**src/rtl/uart_tx_arbiter_if.sv**
```systemverilog
// uart_tx_arbiter_if: per-client byte streams plus the shared UART byte-write port
interface uart_tx_arbiter_if #(parameter int NUM_REQ = 4);
    logic [NUM_REQ-1:0]   req_valid;
    logic [NUM_REQ-1:0]   req_last;
    logic [NUM_REQ-1:0]   req_ready;
    logic [NUM_REQ*8-1:0] req_data;
    logic [7:0]           uart_data;
    logic                 uart_wr;
    logic                 uart_tx_full;
    modport master (output req_valid, req_data, req_last, uart_tx_full,
                    input  req_ready, uart_data, uart_wr);
    modport slave  (input  req_valid, req_data, req_last, uart_tx_full,
                    output req_ready, uart_data, uart_wr);
endinterface

```
**src/rtl/uart_tx_arbiter.sv**
```systemverilog
// uart_tx_arbiter: round-robin whole-frame arbiter feeding one UART transmit path
module uart_tx_arbiter #(
    parameter int         NUM_REQ  = 4,
    parameter int         MAX_LEN  = 16,
    parameter int         HDR_EN   = 1,
    parameter logic [7:0] HDR_BASE = 8'hA0
) (
    input  logic                       clk,
    input  logic                       reset,
    uart_tx_arbiter_if.slave           bus,
    output logic [$clog2(NUM_REQ)-1:0] grant_id,
    output logic                       busy,
    output logic                       frame_err
);
    localparam int GW = $clog2(NUM_REQ);
    localparam int LW = $clog2(MAX_LEN + 1);
    typedef enum logic [1:0] {IDLE, HDR, DATA} state_e;
    state_e        state_q, state_d;
    logic [GW-1:0] rr_q, rr_d, grant_q, grant_d, pick, idx;
    logic [LW-1:0] len_q, len_d;
    logic          err_q, err_d, accept, last_g;
    // Scan downward so the lowest offset from rr_q wins
    always_comb begin
        pick = rr_q;
        idx  = rr_q;
        for (int k = NUM_REQ - 1; k >= 0; k--) begin
            idx = GW'((int'(rr_q) + k) % NUM_REQ);
            if (bus.req_valid[idx]) pick = idx;
        end
    end
    always_comb begin
        state_d       = state_q;
        rr_d          = rr_q;
        grant_d       = grant_q;
        len_d         = len_q;
        err_d         = 1'b0;
        bus.req_ready = '0;
        bus.uart_wr   = 1'b0;
        bus.uart_data = '0;
        last_g        = bus.req_last[grant_q];
        accept        = reset && state_q == DATA && bus.req_valid[grant_q] && !bus.uart_tx_full;
        if (reset && state_q == IDLE && |bus.req_valid) begin
            grant_d = pick;
            len_d   = '0;
            state_d = (HDR_EN != 0) ? HDR : DATA;
        end
        if (reset && state_q == HDR) begin
            bus.uart_wr   = !bus.uart_tx_full;
            bus.uart_data = HDR_BASE + 8'(grant_q);
            state_d       = bus.uart_tx_full ? HDR : DATA;
        end
        if (reset && state_q == DATA) begin
            bus.req_ready[grant_q] = !bus.uart_tx_full;
            bus.uart_wr            = accept;
            bus.uart_data          = bus.req_data[{grant_q, 3'b000} +: 8];
        end
        if (accept) len_d = len_q + LW'(1);
        // A frame hitting MAX_LEN without last is cut; its tail re-arbitrates later
        if (accept && (last_g || len_q == LW'(MAX_LEN - 1))) begin
            state_d = IDLE;
            rr_d    = (grant_q == GW'(NUM_REQ - 1)) ? '0 : grant_q + GW'(1);
            err_d   = !last_g;
        end
    end
    always_ff @(posedge clk) begin
        if (!reset) begin
            state_q <= IDLE;
            rr_q    <= '0;
            grant_q <= '0;
            len_q   <= '0;
            err_q   <= 1'b0;
        end else begin
            state_q <= state_d;
            rr_q    <= rr_d;
            grant_q <= grant_d;
            len_q   <= len_d;
            err_q   <= err_d;
        end
    end
    assign grant_id  = grant_q;
    assign busy      = reset && state_q != IDLE;
    assign frame_err = err_q;
endmodule
```
**src/flat_wrapper.sv**
```systemverilog
// flat-port wrapper written by rule: the top's interface ports become plain ports
module uart_tx_arbiter_flat 
#(
    parameter int         NUM_REQ  = 4,
    parameter int         MAX_LEN  = 16,
    parameter int         HDR_EN   = 1,
    parameter logic [7:0] HDR_BASE = 8'hA0
)
  (clk, reset, grant_id, busy, frame_err, bus_req_valid, bus_req_data, bus_req_last, bus_uart_tx_full, bus_req_ready, bus_uart_data, bus_uart_wr);
  uart_tx_arbiter_if #(.NUM_REQ(NUM_REQ)) bus_i ();
  input  logic clk;
  input  logic reset;
  output logic [$clog2(NUM_REQ)-1:0] grant_id;
  output logic busy;
  output logic frame_err;
  input wire logic [$bits(bus_i.req_valid)-1:0] bus_req_valid;
  input wire logic [$bits(bus_i.req_data)-1:0] bus_req_data;
  input wire logic [$bits(bus_i.req_last)-1:0] bus_req_last;
  input wire logic [$bits(bus_i.uart_tx_full)-1:0] bus_uart_tx_full;
  output wire logic [$bits(bus_i.req_ready)-1:0] bus_req_ready;
  output wire logic [$bits(bus_i.uart_data)-1:0] bus_uart_data;
  output wire logic [$bits(bus_i.uart_wr)-1:0] bus_uart_wr;
  assign bus_i.req_valid = bus_req_valid;
  assign bus_i.req_data = bus_req_data;
  assign bus_i.req_last = bus_req_last;
  assign bus_i.uart_tx_full = bus_uart_tx_full;
  assign bus_req_ready = bus_i.req_ready;
  assign bus_uart_data = bus_i.uart_data;
  assign bus_uart_wr = bus_i.uart_wr;
  uart_tx_arbiter #(.NUM_REQ(NUM_REQ), .MAX_LEN(MAX_LEN), .HDR_EN(HDR_EN), .HDR_BASE(HDR_BASE)) u_core (.clk(clk), .reset(reset), .bus(bus_i), .grant_id(grant_id), .busy(busy), .frame_err(frame_err));
endmodule
```
**config.mk**
```make
export PLATFORM = sky130hd
export DESIGN_NAME = uart_tx_arbiter_flat
export DESIGN_NICKNAME = d
export VERILOG_FILES = /design/src/rtl/uart_tx_arbiter_if.sv /design/src/rtl/uart_tx_arbiter.sv /design/src/flat_wrapper.sv
export SDC_FILE = /design/constraint.sdc
export NUM_CORES = 1
export LEC_CHECK = 0
export CAP_MARGIN = 10
export CORE_ASPECT_RATIO = 0.5
export CORE_MARGIN = 1
export CORE_UTILIZATION = 35
export CTS_CLUSTER_DIAMETER = 50
export DETAILED_ROUTE_END_ITERATION = 16
export PLACE_DENSITY = 0.87
export SETUP_SLACK_MARGIN = 0.2
export SLEW_MARGIN = 20
export SYNTH_ARGS = -nofsm -noshare
export SYNTH_HDL_FRONTEND = slang
export SYNTH_SLANG_ARGS = --single-unit
```
**constraint.sdc**
```tcl
create_clock -name clk -period 1.6 [get_ports clk]
set_clock_uncertainty 0.15 [all_clocks]
set_input_delay 0.16 -clock clk [delete_from_list [all_inputs] [get_ports clk]]
set_output_delay 0.16 -clock clk [all_outputs]
set_load 0.005 [all_outputs]
```
# Word-level counts from Yosys, hierarchy flattened

Index checks and enable logic that the tools add are counted.
Widths: inputs -> output; s select.

Output and inout port bits: 17
Bits in registers: 12
Logic and storage cells: 72
Input port bits: 43

Shift-type cells: 1
Multiplexer cells: 29
Order comparisons: 6
Reduce and logical (&&, ||, !) cells: 19
Add/subtract/negate cells: 6
Bitwise logic cells: 2
Equality and inequality tests: 4

Operators with widths:

| kind                | number |
|---|---|
| $shiftx 32x6->8     | 1 |
| $mux 2              | 8 |
| $mux 8              | 2 |
| $lt 2x3->1 const B  | 5 |
| $bmux 1 s2          | 6 |
| $mux 5              | 2 |
| $logic_and 1x1->1   | 9 |
| $mux 1              | 9 |
| $add 8x2->8 const A | 1 |
| $reduce_bool 2->1   | 3 |
| $add 5x1->5 const B | 1 |
| $eq 5x4->1 const B  | 1 |
| $add 2x1->2 const B | 2 |
| $add 2x2->2 const B | 2 |
| $and 4x4->4         | 1 |
| $eq 2x2->1 const B  | 2 |
| $mux 4              | 1 |
| $reduce_or 4->1     | 1 |
| $demux 1 s2         | 1 |
| $eq 2x1->1 const B  | 1 |
| $ge 2x1->1 const B  | 1 |
| $logic_not 1->1     | 2 |
| $logic_not 2->1     | 1 |
| $reduce_and 2->1    | 1 |
| other kinds (3)     | 3 |

# Depth between registers and ports, before layout

Depth after elaboration: 7
Gate-level depth with buffers: 6
Mapped depth without buffers: 6

# Worst setup path after synthesis

No wires, ideal clock.

Path kind: register -> output
From: register u_core.grant_q[0], in the netlist u_core.grant_id[0]
To: output bus_uart_data[0]
Stages on the path, launching flop included: 6
Setup slack: -0.187 ns
Required time: 1.290 ns
Buffers on the path: 2
Arrival time: 1.477 ns
Cells stage by stage: dfxtp_1 -> buf_6 -> buf_2 -> mux4_2 -> a22oi_1 -> nor2b_1

Cells in the longest elaborated chain, start to end: 3
Elaborated cells between the ends (all ways): 4

RTL lines:

| what                   | RTL line              | RTL |
|---|---|---|
| start, declared        | uart_tx_arbiter.sv:19 | `logic [GW-1:0] rr_q, rr_d, grant_q, grant_d, pick, idx;` |
| start signal, assigned | uart_tx_arbiter.sv:75 | `grant_q <= grant_d;` |
| $add 8x2->8            | uart_tx_arbiter.sv:49 | `bus.uart_data = HDR_BASE + 8'(grant_q);` |
| $mux 8                 | uart_tx_arbiter.sv:47 | `if (reset && state_q == HDR) begin` |
| $mux 8 *               | uart_tx_arbiter.sv:52 | `if (reset && state_q == DATA) begin` |
| end, declared          | flat_wrapper.sv:21    | `output wire logic [$bits(bus_i.uart_data)-1:0] bus_uart_data;` |

Mark *: on every way between the ends. The rest lies on a longest branch, timed or not.

# Worst setup path after layout

From: register u_core.grant_q[0], in the netlist u_core.grant_id[0]
To: register u_core.rr_q[1]

Cells in the longest elaborated chain, start to end: 5
Elaborated cells between the ends (all ways): 11

RTL lines:

| what                           | RTL line              | RTL |
|---|---|---|
| $bmux 1 s2                     | uart_tx_arbiter.sv:41 | `accept = reset && state_q == DATA && bus.req_valid[grant_q] && !bus.uart_tx_full;` |
| $mux 1 (implied by the code)   | uart_tx_arbiter.sv:41 |  |
| $logic_and 1x1->1 (2 in a row) | uart_tx_arbiter.sv:41 |  |
| $logic_and 1x1->1              | uart_tx_arbiter.sv:59 | `if (accept && (last_g \|\| len_q == LW'(MAX_LEN - 1))) begin` |
| end signal, assigned           | uart_tx_arbiter.sv:74 | `rr_q <= rr_d;` |
| end, declared                  | uart_tx_arbiter.sv:19 |  |

Parallel ways exist; a longest one is shown, timed or not. The select of a mux whose other input is x is not followed.
A chain may end at the register's enable or synchronous reset.

==> out/metrics.cfg <==
[status]
outcome=complete, but fails checks
violations=negative setup slack

[placed_design]
pre_cts_ws_ns=-0.544
place_area_um2=1910
place_congestion=0.810
dp_cells=232
io_buffer_count=59
hpwl_um=2950

[power_and_ir_drop]
cellLeakagePower_nw=0.961
internal_power_uw=852
p_clk_frac=0.284
total_power_mw=1.22
pwr-share-comb=0.452
peakVddDrop_mv=0.382
power_density_nw_per_um2=522
seqPwrFrac=0.265
p_sw_uw=368
swShare=0.302

[timing]
period_share=1.27
max_freq_mhz=493
hold_viol=0
drv_slew=0
setup_ws_ns=-0.426
tightest_slew_ns=0.264
finalSetupViolations=23
rsz0062_at_grt=true
slew_headroom=0.822
period_needed_ns=2.03

[run]
maxCapViolations=0

[cts]
clk_pin_slew_worst_paths_ns=0.06
cts.sinks=12
cts_tree=yes
clock_path_buffers=2
root_buffer=clkbuf_8
cts_inserted_buffers=3
clk_latency_ns=0.25
htree_levels=1

[cells_and_area]
seq_area_um2=248
final_area_um2=2340
syn2layout_area_growth_pct=117
diodes=0
nFillCells=138
final_cell_mix=37 x clkdlybuf4s50_1, 25 x buf_6, 24 x buf_4
final_common_cell=clkdlybuf4s50_1
multi_input_area_um2=961
final_nets=269
finalNonFillerCells=256
drive_gt1_frac=0.525

[yosys]
syn_area_per_cell_um2=9.21
yosys.area.top_type=dfxtp_1
async_reset_ff_frac=0
yosysUniqueCellTypes=35
yosysTopAreaCellShare=0.223
syn_nets=166
synth_edf_count=0
ys_top_cells_by_area=dfxtp_1 22%, mux4_2 17%, ha_1 7.0%
ys_ff_latch=12
syn_area_um2=1080
syn_inst=117
ys_seq_area_frac=0.223
yosys_warnings=0
ys.flop_type=dfxtp_1

[die]
die_area_um2=3320
num_io_pins=60
row_count=13
core_region_area_um2=2750
die_height_um=41.2
die_w_um=80.5
start_util=0.392

[worst_setup_path]
worstPathMaxFanout=4
reg2regPathDepth=8
start_kind=flop
r2r_setup_slack_ns=-0.43
critPathRequiredTime_ns=1.62
worstPathArrival_ns=2.05
critPathLaunch=u_core.grant_id[0]
endpoint=u_core.rr_q[1]
end_kind=flop
reg2reg_to=u_core.rr_q[1]
path_class=flop to flop
r2r-start=u_core.grant_id[0]

[route]
ant_nets=0
drt_wl_total_um=5730
vias=1514
wl_per_cell_um=22.4
drc=0
via_per_inst=5.91
dr.pass1.iters=4
dr.first_iter.drc_count=113

[hold_path]
holdCritPathClass=input port to flop

[grt]
antenna_found_initial=0
grt_pass1_vias=1374
grt_overflow=0
grt_max_degree=13
grt_pass1_wl_um=6960
grtUsageTotal=0.303

## power by group through the flow
stage	sequential [mW]	clock, mW	combinational (mW)
after CTS	0.320	0.344	0.466
after floorplan	0.328	0	0.159
after global routing	0.323	0.365	0.571
after detailed placement	0.327	0	0.393
after global placement	0.326	0	0.378
final	0.323	0.346	0.551
## flip-flops by register name (all words and copies together) (netlist names)
| signal | cells |
|---|---|
| u_core.state_q | 2 |
| u_core.grant_id | 2 |
| u_core.len_q | 5 |
| u_core.rr_q | 2 |
| u_core.frame_err | 1 |
## layer usage
layer / vias to the layer above / GRT usage / part of all wire
met2: 113 / 0.534 / 0.47
met3: 33 / 0.0733 / 0.085
li1: 640 / - / -
met5: - / 0 / 0
met1: 728 / 0.366 / 0.39
met4: 0 / 0.143 / 0.050
## Yosys cell counts (2+ instances only)
cell type / number
ha_1: 6
dfxtp_1: 12
a22oi_1: 2
nor2b_1: 9
nand2_1: 8
nor3b_1: 2
buf_2: 2
nand3_1: 3
and3_1: 5
o21ai_0: 7
inv_1: 7
clkbuf_1: 2
a21oi_1: 8
nor2_1: 8
o21a_1: 2
and2_1: 6
mux4_1: 2
mux4_2: 8
o221ai_1: 2
## critical path, cell delays in order, from the launching register on
cell	delay, ns
dfxtp_2	0.36
buf_4	0.12
buf_6	0.10
buf_6	0.11
mux4_2	0.55
o211ai_4	0.25
buf_6	0.16
nand3_2	0.07
o21ai_1	0.08
## per-stage QoR
stage               setup TNS (ns)  hold slack (ns)   util
detailed placement          -10.27            0.337  0.695
global route                 -8.19            0.354  0.850
global placement             -8.81            0.311  0.695
CTS                          -5.31            0.319  0.791
floorplan                   -0.434            0.173      -
finish                       -7.50            0.331  0.850
## cell families after synthesis
group	synth area share
simple gates	0.254
compound gates	0.173
buf+inv	0.0546
flops	0.223
mux	0.225
fa+ha+maj	0.0697
## worst min-delay path by stage
stage,to,start,cells after the start,slack (ns)
CTS,u_core.len_q[4],reset,3,0.32
global placement,u_core.len_q[3],u_core.len_q[3],2,0.31
detailed placement,u_core.len_q[3],u_core.len_q[3],2,0.34
global route,u_core.len_q[4],reset,3,0.35
floorplan,u_core.state_q[0],bus_uart_tx_full,2,0.17
finish,u_core.len_q[4],reset,3,0.33
## layout make-up
class | count | share of cell area
multi-input combinational | 92 | 0.411
tap | 37 | 0.0198
sequential | 12 | 0.106
clock buffer | 4 | 0.0236
timing repair buffer | 104 | 0.425
inverter | 7 | 0.0145
## repair_timing
action,4_1_cts,5_1_grt
resized for setup,111,29
hold buffers,0,0
setup buffers,16,4
pin swaps,14,10
endpoints found under the setup margin,28,27
Note: power is estimated with default switching activity, not from simulation.
